File: config.mk
export PLATFORM = sky130hd
export DESIGN_NAME = pc_gen_flat
export DESIGN_NICKNAME = d
export VERILOG_FILES = /design/src/rtl/pc_gen_if.sv /design/src/rtl/pc_gen.sv /design/src/flat_wrapper.sv
export SDC_FILE = /design/constraint.sdc
export NUM_CORES = 1
export LEC_CHECK = 0
export ABC_AREA = 1
export ABC_CLOCK_PERIOD_IN_PS = 11300
export CELL_PAD_IN_SITES_DETAIL_PLACEMENT = 1
export CELL_PAD_IN_SITES_GLOBAL_PLACEMENT = 2
export CORE_ASPECT_RATIO = 1.2
export CORE_MARGIN = 4
export CORE_UTILIZATION = 30
export DETAILED_ROUTE_END_ITERATION = 10
export GPL_TIMING_DRIVEN = 0
export PLACE_DENSITY = 0.84
export SETUP_SLACK_MARGIN = 0.1
export SLEW_MARGIN = 20
export SYNTH_ARGS = -nofsm -noshare
export SYNTH_HDL_FRONTEND = slang
export SYNTH_SLANG_ARGS = --single-unit
export TNS_END_PERCENT = 10
File: constraint.sdc
create_clock -name clk -period 11.3 [get_ports clk]
set_input_delay 3.39 -clock clk [delete_from_list [all_inputs] [get_ports clk]]
set_output_delay 3.39 -clock clk [all_outputs]
set_load 0.005 [all_outputs]
File: src/rtl/pc_gen_if.sv
// Request/response bundle between the fetch-control logic and the pc generator.
interface pc_gen_if #(parameter int XLEN = 32);
  logic            stall;
  logic            trap_valid;
  logic [XLEN-1:0] trap_vector;
  logic            mret_valid;
  logic [XLEN-1:0] mepc;
  logic            redirect_valid;
  logic [XLEN-1:0] redirect_target;
  logic            call_valid;
  logic [XLEN-1:0] call_target;
  logic            ret_valid;
  logic [XLEN-1:0] ret_target;
  logic [XLEN-1:0] pc;
  logic [XLEN-1:0] pc_plus4;
  logic [XLEN-1:0] pc_prev;
  logic            misaligned;
  logic            ras_empty;
  logic            ras_full;

  modport master (
    output stall, trap_valid, trap_vector, mret_valid, mepc,
           redirect_valid, redirect_target, call_valid, call_target,
           ret_valid, ret_target,
    input  pc, pc_plus4, pc_prev, misaligned, ras_empty, ras_full
  );

  modport slave (
    input  stall, trap_valid, trap_vector, mret_valid, mepc,
           redirect_valid, redirect_target, call_valid, call_target,
           ret_valid, ret_target,
    output pc, pc_plus4, pc_prev, misaligned, ras_empty, ras_full
  );
endinterface

File: src/rtl/pc_gen.sv
// Fetch pc generator: priority next-pc mux with a circular return-address stack.
module pc_gen #(
  parameter int              XLEN      = 32,
  parameter logic [XLEN-1:0] RESET_VEC = '0,
  parameter int              RAS_DEPTH = 4
) (
  input  logic     clk,
  input  logic     rst,
  pc_gen_if.slave  bus
);
  localparam int SW = $clog2(RAS_DEPTH);
  localparam int CW = $clog2(RAS_DEPTH + 1);
  localparam logic [CW-1:0] FULL = CW'(RAS_DEPTH);

  logic [XLEN-1:0] pc_q, pc_d, pc_prev_q, pc_prev_d, pc_plus4, tgt;
  logic            mis_q, mis_d, take;
  logic [SW-1:0]   sp_q, sp_d, sp_m1, wr_idx;
  logic [CW-1:0]   cnt_q, cnt_d;
  logic            push;
  logic [XLEN-1:0] ras_q [RAS_DEPTH];

  assign pc_plus4 = pc_q + XLEN'(4);
  assign sp_m1    = sp_q - SW'(1);

  always_comb begin
    pc_d   = pc_q;
    mis_d  = mis_q;
    sp_d   = sp_q;
    cnt_d  = cnt_q;
    push   = 1'b0;
    wr_idx = sp_q;
    take   = 1'b0;
    tgt    = '0;
    if (bus.trap_valid) begin
      take = 1'b1; tgt = bus.trap_vector;
    end else if (bus.mret_valid) begin
      take = 1'b1; tgt = bus.mepc;
    end else if (bus.redirect_valid) begin
      take = 1'b1; tgt = bus.redirect_target;
    end else if (!bus.stall && bus.call_valid) begin
      take = 1'b1;
      tgt  = bus.call_target;
      push = 1'b1;
      // call+ret on a non-empty stack rewrites the top in place
      if (bus.ret_valid && cnt_q != '0) begin
        wr_idx = sp_m1;
      end else begin
        sp_d  = sp_q + SW'(1);
        cnt_d = (cnt_q == FULL) ? cnt_q : cnt_q + CW'(1);
      end
    end else if (!bus.stall && bus.ret_valid) begin
      take = 1'b1;
      if (cnt_q != '0) begin
        tgt   = ras_q[sp_m1];
        sp_d  = sp_m1;
        cnt_d = cnt_q - CW'(1);
      end else begin
        tgt = bus.ret_target;
      end
    end else if (!bus.stall) begin
      pc_d  = pc_plus4;
      mis_d = 1'b0;
    end
    if (take) begin
      pc_d  = {tgt[XLEN-1:2], 2'b00};
      mis_d = |tgt[1:0];
    end
    pc_prev_d = (pc_d != pc_q) ? pc_q : pc_prev_q;
  end

  always_ff @(posedge clk) begin
    if (rst) begin
      pc_q      <= RESET_VEC;
      pc_prev_q <= RESET_VEC;
      mis_q     <= 1'b0;
      sp_q      <= '0;
      cnt_q     <= '0;
    end else begin
      pc_q      <= pc_d;
      pc_prev_q <= pc_prev_d;
      mis_q     <= mis_d;
      sp_q      <= sp_d;
      cnt_q     <= cnt_d;
    end
  end

  // Stack storage needs no reset; count gates every read.
  always_ff @(posedge clk) begin
    if (!rst && push) ras_q[wr_idx] <= pc_plus4;
  end

  assign bus.pc         = pc_q;
  assign bus.pc_plus4   = pc_plus4;
  assign bus.pc_prev    = pc_prev_q;
  assign bus.misaligned = mis_q;
  assign bus.ras_empty  = (cnt_q == '0);
  assign bus.ras_full   = (cnt_q == FULL);
endmodule

File: src/flat_wrapper.sv
// flat-port wrapper written by rule: the top's interface ports become plain ports
module pc_gen_flat 
#(
  parameter int              XLEN      = 32,
  parameter logic [XLEN-1:0] RESET_VEC = '0,
  parameter int              RAS_DEPTH = 4
)
  (clk, rst, bus_stall, bus_trap_valid, bus_trap_vector, bus_mret_valid, bus_mepc, bus_redirect_valid, bus_redirect_target, bus_call_valid, bus_call_target, bus_ret_valid, bus_ret_target, bus_pc, bus_pc_plus4, bus_pc_prev, bus_misaligned, bus_ras_empty, bus_ras_full);
  pc_gen_if #(.XLEN(XLEN)) bus_i ();
  input  logic clk;
  input  logic rst;
  input wire logic [$bits(bus_i.stall)-1:0] bus_stall;
  input wire logic [$bits(bus_i.trap_valid)-1:0] bus_trap_valid;
  input wire logic [$bits(bus_i.trap_vector)-1:0] bus_trap_vector;
  input wire logic [$bits(bus_i.mret_valid)-1:0] bus_mret_valid;
  input wire logic [$bits(bus_i.mepc)-1:0] bus_mepc;
  input wire logic [$bits(bus_i.redirect_valid)-1:0] bus_redirect_valid;
  input wire logic [$bits(bus_i.redirect_target)-1:0] bus_redirect_target;
  input wire logic [$bits(bus_i.call_valid)-1:0] bus_call_valid;
  input wire logic [$bits(bus_i.call_target)-1:0] bus_call_target;
  input wire logic [$bits(bus_i.ret_valid)-1:0] bus_ret_valid;
  input wire logic [$bits(bus_i.ret_target)-1:0] bus_ret_target;
  output wire logic [$bits(bus_i.pc)-1:0] bus_pc;
  output wire logic [$bits(bus_i.pc_plus4)-1:0] bus_pc_plus4;
  output wire logic [$bits(bus_i.pc_prev)-1:0] bus_pc_prev;
  output wire logic [$bits(bus_i.misaligned)-1:0] bus_misaligned;
  output wire logic [$bits(bus_i.ras_empty)-1:0] bus_ras_empty;
  output wire logic [$bits(bus_i.ras_full)-1:0] bus_ras_full;
  assign bus_i.stall = bus_stall;
  assign bus_i.trap_valid = bus_trap_valid;
  assign bus_i.trap_vector = bus_trap_vector;
  assign bus_i.mret_valid = bus_mret_valid;
  assign bus_i.mepc = bus_mepc;
  assign bus_i.redirect_valid = bus_redirect_valid;
  assign bus_i.redirect_target = bus_redirect_target;
  assign bus_i.call_valid = bus_call_valid;
  assign bus_i.call_target = bus_call_target;
  assign bus_i.ret_valid = bus_ret_valid;
  assign bus_i.ret_target = bus_ret_target;
  assign bus_pc = bus_i.pc;
  assign bus_pc_plus4 = bus_i.pc_plus4;
  assign bus_pc_prev = bus_i.pc_prev;
  assign bus_misaligned = bus_i.misaligned;
  assign bus_ras_empty = bus_i.ras_empty;
  assign bus_ras_full = bus_i.ras_full;
  pc_gen #(.XLEN(XLEN), .RESET_VEC(RESET_VEC), .RAS_DEPTH(RAS_DEPTH)) u_core (.clk(clk), .rst(rst), .bus(bus_i));
endmodule
# ---- After elaboration in Yosys (flattened, before gate mapping)
# Memories as Yosys holds them, arrays and structs flattened.
# Index checks and enable logic that the tools add are counted.
dict set report totals {
  ff_bits 70
  mem_bits_rw 128
  input_bits 168
  output_inout_bits 99
  n_memories 1
}
# name depth width rd rd_clocked_by_memory_dff wr line
set memory_table {}
lappend memory_table {u_core.ras_q 4 32 1 0 1 pc_gen.sv:20} ;# logic [XLEN-1:0] ras_q [RAS_DEPTH];
dict set report op_classes {
  add_sub_neg 5
  n_eq_ne 10
  n_mux 45
  n_bitwise 3
  reduce_logical 14
}
# operator n
set op_table {}
lappend op_table {{$mux W32} 13}
lappend op_table {{$add A32 B3 Y32 const B} 1}
lappend op_table {{$ne A32 B32 Y1} 1}
lappend op_table {{$mux W1} 18}
lappend op_table {{$mux W2} 9}
lappend op_table {{$mux W3} 5}
lappend op_table {{$ne A2 B1 Y1 const B} 6}
lappend op_table {{$reduce_and A6 Y1} 2}
lappend op_table {{$reduce_and A7 Y1} 1}
lappend op_table {{$logic_and A1 B1 Y1} 4}
lappend op_table {{$ne A2 B2 Y1 const B} 2}
lappend op_table {{$reduce_bool A2 Y1} 2}
lappend op_table {{$add A3 B1 Y3 const B} 1}
lappend op_table {{$eq A3 B3 Y1 const B} 1}
lappend op_table {{$logic_not A3 Y1} 1}
lappend op_table {{$not A1 Y1} 3}
lappend op_table {{$reduce_bool A3 Y1} 1}
lappend op_table {{$sub A3 B1 Y3 const B} 1}
lappend op_table {{$add A2 B1 Y2 const B} 1}
lappend op_table {{$logic_not A1 Y1} 2}
lappend op_table {{$reduce_or A2 Y1} 1}
lappend op_table {{$sub A2 B1 Y2 const B} 1}

# ---- Longest topological paths before layout
# Gate-level depths: netlist (run 1).
# An unclocked memory read counts as a cell.
dict set report depth {
  ltp_word 10
  depth_mapped 24
  depth_no_buf 22
}

# ---- Least setup slack after synthesis (run 1)
# Ideal clock, no wire load.
dict set report synth_path {
  path_type {input to register}
  from {input port bus_redirect_valid}
  to {memory u_core.ras_q[1][0], enable pin}
  arrival_ns 5.615
  required_time_ns 10.879
  setup_slack_ns 5.264
  path_stages 8
  path_buffers 1
  path_cell_list {buf_2 -> inv_2 -> nand2_2 -> inv_1 -> nand3_1 -> xor2_1 -> inv_1 -> nor2_1}
}
dict set report synth_via {
  elab_chain_len 6
}
# element line
set synth_lines {}
lappend synth_lines {{start: declaration} flat_wrapper.sv:17} ;# input wire logic [$bits(bus_i.redirect_valid)-1:0] bus_redirect_valid;
lappend synth_lines {{$mux W1} pc_gen.sv:38} ;# end else if (bus.redirect_valid) begin
lappend synth_lines {{$mux W1} pc_gen.sv:36} ;# end else if (bus.mret_valid) begin
lappend synth_lines {{$mux W1} pc_gen.sv:34} ;# if (bus.trap_valid) begin
lappend synth_lines {{$logic_and A1 B1 Y1} pc_gen.sv:89} ;# if (!rst && push) ras_q[wr_idx] <= pc_plus4;
lappend synth_lines {{$mux W1} pc_gen.sv:89}
lappend synth_lines {{$mux W1 (not written as such)} pc_gen.sv:89}
lappend synth_lines {{end: declaration} pc_gen.sv:20}
# Several ways; a longest one is shown, not always the timed one.

# ---- Worst setup path in the final report (run 1)
dict set report layout_path {
  from {register u_core.pc_q[2] (netlist: u_core.bus.pc[2])}
  to {output port bus_pc_plus4[18]}
}
dict set report layout_via {
  elab_chain_len 1
}
# element line
set layout_lines {}
lappend layout_lines {{start: declaration} pc_gen.sv:15} ;# logic [XLEN-1:0] pc_q, pc_d, pc_prev_q, pc_prev_d, pc_plus4, tgt;
lappend layout_lines {{start signal: assignment} pc_gen.sv:79} ;# pc_q <= pc_d;
lappend layout_lines {{$add A32 B3 Y32} pc_gen.sv:22} ;# assign pc_plus4 = pc_q + XLEN'(4);
lappend layout_lines {{end: declaration} flat_wrapper.sv:24} ;# output wire logic [$bits(bus_i.pc_plus4)-1:0] bus_pc_plus4;
# No other way between the ends.

==> flow_summary.toml, run 1 <==
[outcome]
status = "completed"

[synth]
synth.largest_area_cell = "edfxtp_1"
ys_async_sr_fraction = 0
synth_flop_cell = "edfxtp_1"
syn-instance-count = 1679
yosysMostFrequentCell = "nand2_1"
yosysWarnings = 0
syn-num-nets = 1849
synth_area_mm2 = 0.0118
yosysTopAreaCellShare = 0.327
synth-seq-cells = 198
synth_cell_types = 43
seq_area_frac_synth = 0.446
yosys-top-cells-area = "edfxtp_1, nand2_1, dfxtp_1, inv_1, nand3_1"
syn_avg_cell_area_um2 = 7.01
synth-edff-count = 128
yosys-top-cells-count = "nand2_1, inv_1, nor2_1, nand3_1, edfxtp_1"

[die]
start_util = 0.304
die_w_um = 189
die_y_um = 225
rows = 79
ios = 267
fp.dieArea_mm2 = 0.0425
coreArea_mm2 = 0.0387

[worst_setup_path]
slowest_stage = "xor2_1"
worst_path_most_repeated_cell = "nand2_1"
critPathRequiredTime_ns = 7.91
reg2reg_from = "u_core.bus.pc[2]"
path_cells = "ha_1 > nand2_1 > nor2_4 > nand4_2 > nor2_2 > nand2_1 > xor2_1 > clkdlybuf4s50_1"
criticalPathCategory = "reg -> out"
r2r_cells = 19
cpPeakStageDelay_ns = 0.71
crit_path_start_kind = "flip-flop"
cp-startpoint = "u_core.bus.pc[2]"
end_kind = "primary output"
reg2reg_to = "u_core.bus.pc_prev[3]"
critPathCapture = "bus_pc_plus4[18]"
critPathMaxFanout = 6
worstPathArrival_ns = 3.69
r2r_slack_ns = 7.69

[detailed_routing]
first_pass_iters = 6
drt_iter0_markers = 759
vias = 12300
final_antenna_net_count = 0
routedWlPerCell_um = 21.5
wirelength_um = 54000
drc = 0
avgViaCountPerCell = 4.90

[global_route]
gr-max-usage-layer = "met2"
grt_use_met2 = 0.471
grt_overflow = 0
grt_pass1_wl_um = 79500
grt_max_degree = 23
grtUsageTotal = 0.249
grt_pass1_vias = 12700
use_met3 = 0.0316
gr-usage-met1 = 0.297
antenna_found_initial = 2

[layout]
drive_above_1_share = 0.0702
area_delta_synth_final_pct = 34.3
design_area_mm2 = 0.0158
fillers = 4852
nets = 2136

[pwr]
p_per_area_mw_per_mm2 = 117
power.leakage_uw = 0.00684
peakVddDrop_mv = 0.0934

[timing]
tns_ns = 0
slew_headroom = 0.398
drv_slew = 0
max_freq_mhz = 141
period_needed_ns = 7.08
rsz0062_at_grt = "no"
worst_pin_slew_ns = 0.900
fin_crit_sh = 0.627
setup_violations = 0
hold_viol_final = 0
finalClockSkew_ns = 0.0241

[clocking]
cts_hold_buf = 0
post-cts-setup-buffers = 0
cts_resized = 0
cts_buffers = 17
clock_sinks = 198
cts_buffer_depth = 2
cts-root-buf = "clkbuf_16"
h-tree-depth = 4
clk_pin_slew_ns = 0.09
clk_latency_ns = 0.45
cts_tree = "done"

[placement]
place_hpwl_um = 43300
gp_congestion = 0.920
io_buffer_count = 264
placed_area_mm2 = 0.0152

[min_path]
hp-class = "reg -> reg"
worstHoldStart = "u_core.bus.misaligned"

[flow_run]
max_cap_viol_count = 0
-- routing by layer --
| metal | part of all wire | wire (um) |
|---|---|---|
| met5 | 0 | 0 |
| met4 | 0.026 | 1400 |
| met3 | 0.041 | 2200 |
| met2 | 0.53 | 28500 |
| met1 | 0.41 | 21900 |
-- where the power goes --
part	total (uW)	leakage, uW	internal, uW	switching, uW
combinational	367	0.00478	155	211
sequential	815	0.00176	790	24.8
clock	667	0.000304	342	325
total	1850	0.00684	1290	561
-- registers in the layout, summed over array words and instances, names as in the netlist --
register	cells
u_core.bus.misaligned	1
u_core.bus.pc	32
u_core.bus.pc_prev	32
u_core.cnt_q	3
u_core.ras_q	128
u_core.sp_q	2
-- cell families (layout without fill, tap and decap cells) --
logic type	Yosys count	in the layout	synth area share
simple gates	1047	1047	0.374
other cells	0	1	0
fa+ha+maj	2	2	0.00276
buf+inv	278	578	0.0975
compound gates	127	127	0.0598
xor+xnor	27	27	0.0201
flops	198	198	0.446
-- stage by stage --
stage	worst slack (ns)	cells	utilization	total power [uW]	hold WS (ns)
after global routing	4.10	2506	0.408	1920	0.536
after CTS	4.22	2505	0.408	1860	0.497
after global placement	3.02	2469	0.389	1190	0.474
final	4.22	2506	0.408	1850	0.494
after floorplan	5.26	1679	-	984	0.478
after detailed placement	4.08	2473	0.392	1200	0.485
-- worst min-delay path by stage --
stage                            endpoint  slack [ns]  cells past startpoint
floorplan           u_core.bus.misaligned        0.48                      2
global placement    u_core.bus.misaligned        0.47                      2
detailed placement  u_core.bus.misaligned        0.48                      2
CTS                 u_core.bus.misaligned        0.50                      2
global route        u_core.bus.misaligned        0.54                      2
finish              u_core.bus.misaligned        0.49                      2
-- layout by cell type, fill, tap and decap left out, types with 4 or more instances in the layout --
cell type	netlist	layout
nor3_1	14	14
nor2_1	160	156
clkbuf_16	0	17
buf_2	32	32
inv_2	10	10
buf_4	11	11
inv_6	0	5
nor2_2	14	14
nand3b_1	4	4
xor2_1	27	27
a21oi_1	35	35
nand3_1	135	135
o211ai_1	4	4
nand2_2	9	9
o21ai_0	52	52
nor2_4	7	11
inv_1	189	189
nor3_2	4	4
o22ai_1	24	24
nand2_1	658	658
buf_1	4	4
buf_12	0	4
edfxtp_1	128	128
clkdlybuf4s50_1	0	264
dfxtp_1	70	70
clkbuf_1	28	28
nand4_1	26	26
-- cell type report --
type / count / area, um2 / share of cell area
antenna: 1 / 2.50 / 0.000158
buffer: 78 / 397 / 0.0251
multi-input combinational: 1203 / 5410 / 0.342
clock inverter: 15 / 203 / 0.0128
tap: 526 / 658 / 0.0416
sequential: 198 / 5250 / 0.332
timing repair buffer: 268 / 2720 / 0.172
clock buffer: 17 / 425 / 0.0269
inverter: 200 / 751 / 0.0475
-- worst max-delay path, delay by kind of cell, from the launching register on --
kind / cells / cell delay [ns]
xor+xnor: 1 / 0.71
fa+ha+maj: 1 / 0.27
flops: 1 / 0.69
simple gates: 5 / 0.93
buf+inv: 1 / 0.65
No activity file was read; power rests on OpenSTA's default activity.
==> run 2, diff against run 1 <==
ABC_CLOCK_PERIOD_IN_PS = 6700   (was 11300)
CORE_UTILIZATION = 28   (was 30)
PLACE_DENSITY = 0.79   (was 0.84)
clock period = 6.7 ns   (was 11.3 ns; I/O delays follow)
==> flow_summary.toml, run 2 (same netlist as run 1, synthesis figures left out) <==
[die]
fp.dieArea_mm2 = 0.0454
die_w_um = 195
start_util = 0.283
coreArea_mm2 = 0.0417
die_y_um = 233
rows = 82
ios = 267

[pwr]
p_per_area_mw_per_mm2 = 194
power.leakage_uw = 0.00682
p_comb_frac = 0.203
p_seq_frac = 0.447
peakVddDrop_mv = 0.147
pwr-share-clk = 0.351
switching_share = 0.308
p_switching_uw = 949
p_int_uw = 2130

[detailed_routing]
avgViaCountPerCell = 4.82
drc = 0
wirelength_um = 55900
final_antenna_net_count = 0
drt_iter0_markers = 759
first_pass_iters = 5
routedWlPerCell_um = 22.1
vias = 12200

[clocking]
cts_resized = 0
clock_sinks = 198
cts_tree = "done"
h-tree-depth = 4
cts_buffers = 17
clk_pin_slew_ns = 0.09
post-cts-setup-buffers = 0
cts_hold_buf = 0
clk_latency_ns = 0.46
cts-root-buf = "clkbuf_16"
cts_buffer_depth = 2

[worst_setup_path]
criticalPathCategory = "reg -> out"
critPathMaxFanout = 6
cpPeakStageDelay_ns = 0.67
reg2reg_from = "u_core.cnt_q[0]"
critPathRequiredTime_ns = 4.69
crit_path_start_kind = "flip-flop"
path_cells = "ha_1 > nand2_1 > nor2_4 > nand3_1 > nor2_1 > nand4_1 > xor2_1 > inv_1 > clkdlybuf4s50_1"
cp-startpoint = "u_core.bus.pc[2]"
slowest_stage = "dfxtp_1"
r2r_slack_ns = 3.01
end_kind = "primary output"
worstPathArrival_ns = 3.76

[global_route]
grt_pass1_vias = 12900
grt_max_degree = 21
grt_pass1_wl_um = 81500
antenna_found_initial = 2
grtUsageTotal = 0.241
grt_overflow = 0

[outcome]
status = "completed"

[layout]
final_common_cell = "nand2_1"
multi_input_area_mm2 = 0.00541
fillers = 5235
layout_common_cells = "nand2_1, clkdlybuf4s50_1, inv_1"
drive_above_1_share = 0.0707
design_area_mm2 = 0.0159
utilization = 0.381
nets = 2137
area_delta_synth_final_pct = 34.8
seqCellArea_mm2 = 0.00525
largest_register_ffs = 128
regMostFlops = "u_core.ras_q"

[timing]
tns_ns = 0
max_freq_mhz = 173
fin_crit_sh = 0.862
period_needed_ns = 5.77
worst_pin_slew_ns = 0.968
setup_violations = 0
drv_slew = 0
hold_viol_final = 0
rsz0062_at_grt = "no"
worst_slack_ns = 0.927
finalClockSkew_ns = 0.0249
slew_headroom = 0.352

[placement]
place_hpwl_um = 45000
gp_congestion = 0.909
io_buffer_count = 264
pre_cts_slack_ns = 0.765
placed_area_mm2 = 0.0152

[min_path]
hp-class = "reg -> reg"
worstHoldStart = "u_core.bus.misaligned"

[flow_run]
max_cap_viol_count = 0
==> run 2: cell count changes in the layout (fill, tap and decap cells not counted), sizes merged <==
| cell | previous run | this run |
|---|---|---|
| bufinv | 2 | 1 |
| clkinvlp | 1 | 2 |
| diode | 1 | 2 |
| clkinv | 5 | 8 |
| inv | 207 | 204 |
| buf | 54 | 55 |
==> run 2: layer usage <==
| metal | routed length, um | vias to the layer above | GRT usage |
|---|---|---|---|
| li1 | - | 5915 | - |
| met1 | 23100 | 5886 | 0.293 |
| met2 | 28700 | 307 | 0.441 |
| met3 | 2040 | 72 | 0.0259 |
| met4 | 2010 | 0 | 0.0884 |
| met5 | 0 | - | 0 |
==> run 2: worst paths after layout <==
path	cells past startpoint	to
setup / recovery	9	bus_pc_plus4[24]
hold / removal	2	u_core.bus.misaligned
setup reg to reg	21	u_core.bus.pc_prev[7]
hold reg to reg	2	u_core.bus.misaligned
==> run 2: layout make-up <==
cell class | instances | area share
flip-flops and latches | 198 | 0.331
multi-input cells | 1203 | 0.341
clock inverters | 15 | 0.0116
plain buffers | 78 | 0.0250
well taps | 546 | 0.0431
diodes | 2 | 0.000316
inverters | 200 | 0.0473
repair buffers | 269 | 0.174
clock buffers | 17 | 0.0268
==> run 2: stage by stage <==
step	instances	power (uW)	hold WS, ns
global route	2528	3210	0.540
finish	2528	3080	0.495
global placement	2489	2020	0.478
floorplan	1679	1660	0.478
detailed placement	2494	2030	0.489
CTS	2526	3100	0.503
==> run 2: power by group through the flow <==
| stage | Sequential (uW) | Combinational [uW] | Clock [uW] |
|---|---|---|---|
| final | 1380 | 625 | 1080 |
| after global routing | 1380 | 684 | 1140 |
| after CTS | 1380 | 630 | 1100 |
| after detailed placement | 1400 | 626 | 0 |
| after global placement | 1400 | 617 | 0 |
| after floorplan | 1390 | 273 | 0 |
==> run 2: critical path: cells and delay by family (launching register included) <==
family                     cells  cell delay, ns
and+or+nand+nor                5            1.21
DFF                            1            0.67
adders and majority gates      1            0.26
xor gates and xnor gates       1            0.44
buffers and inverters          2            0.73
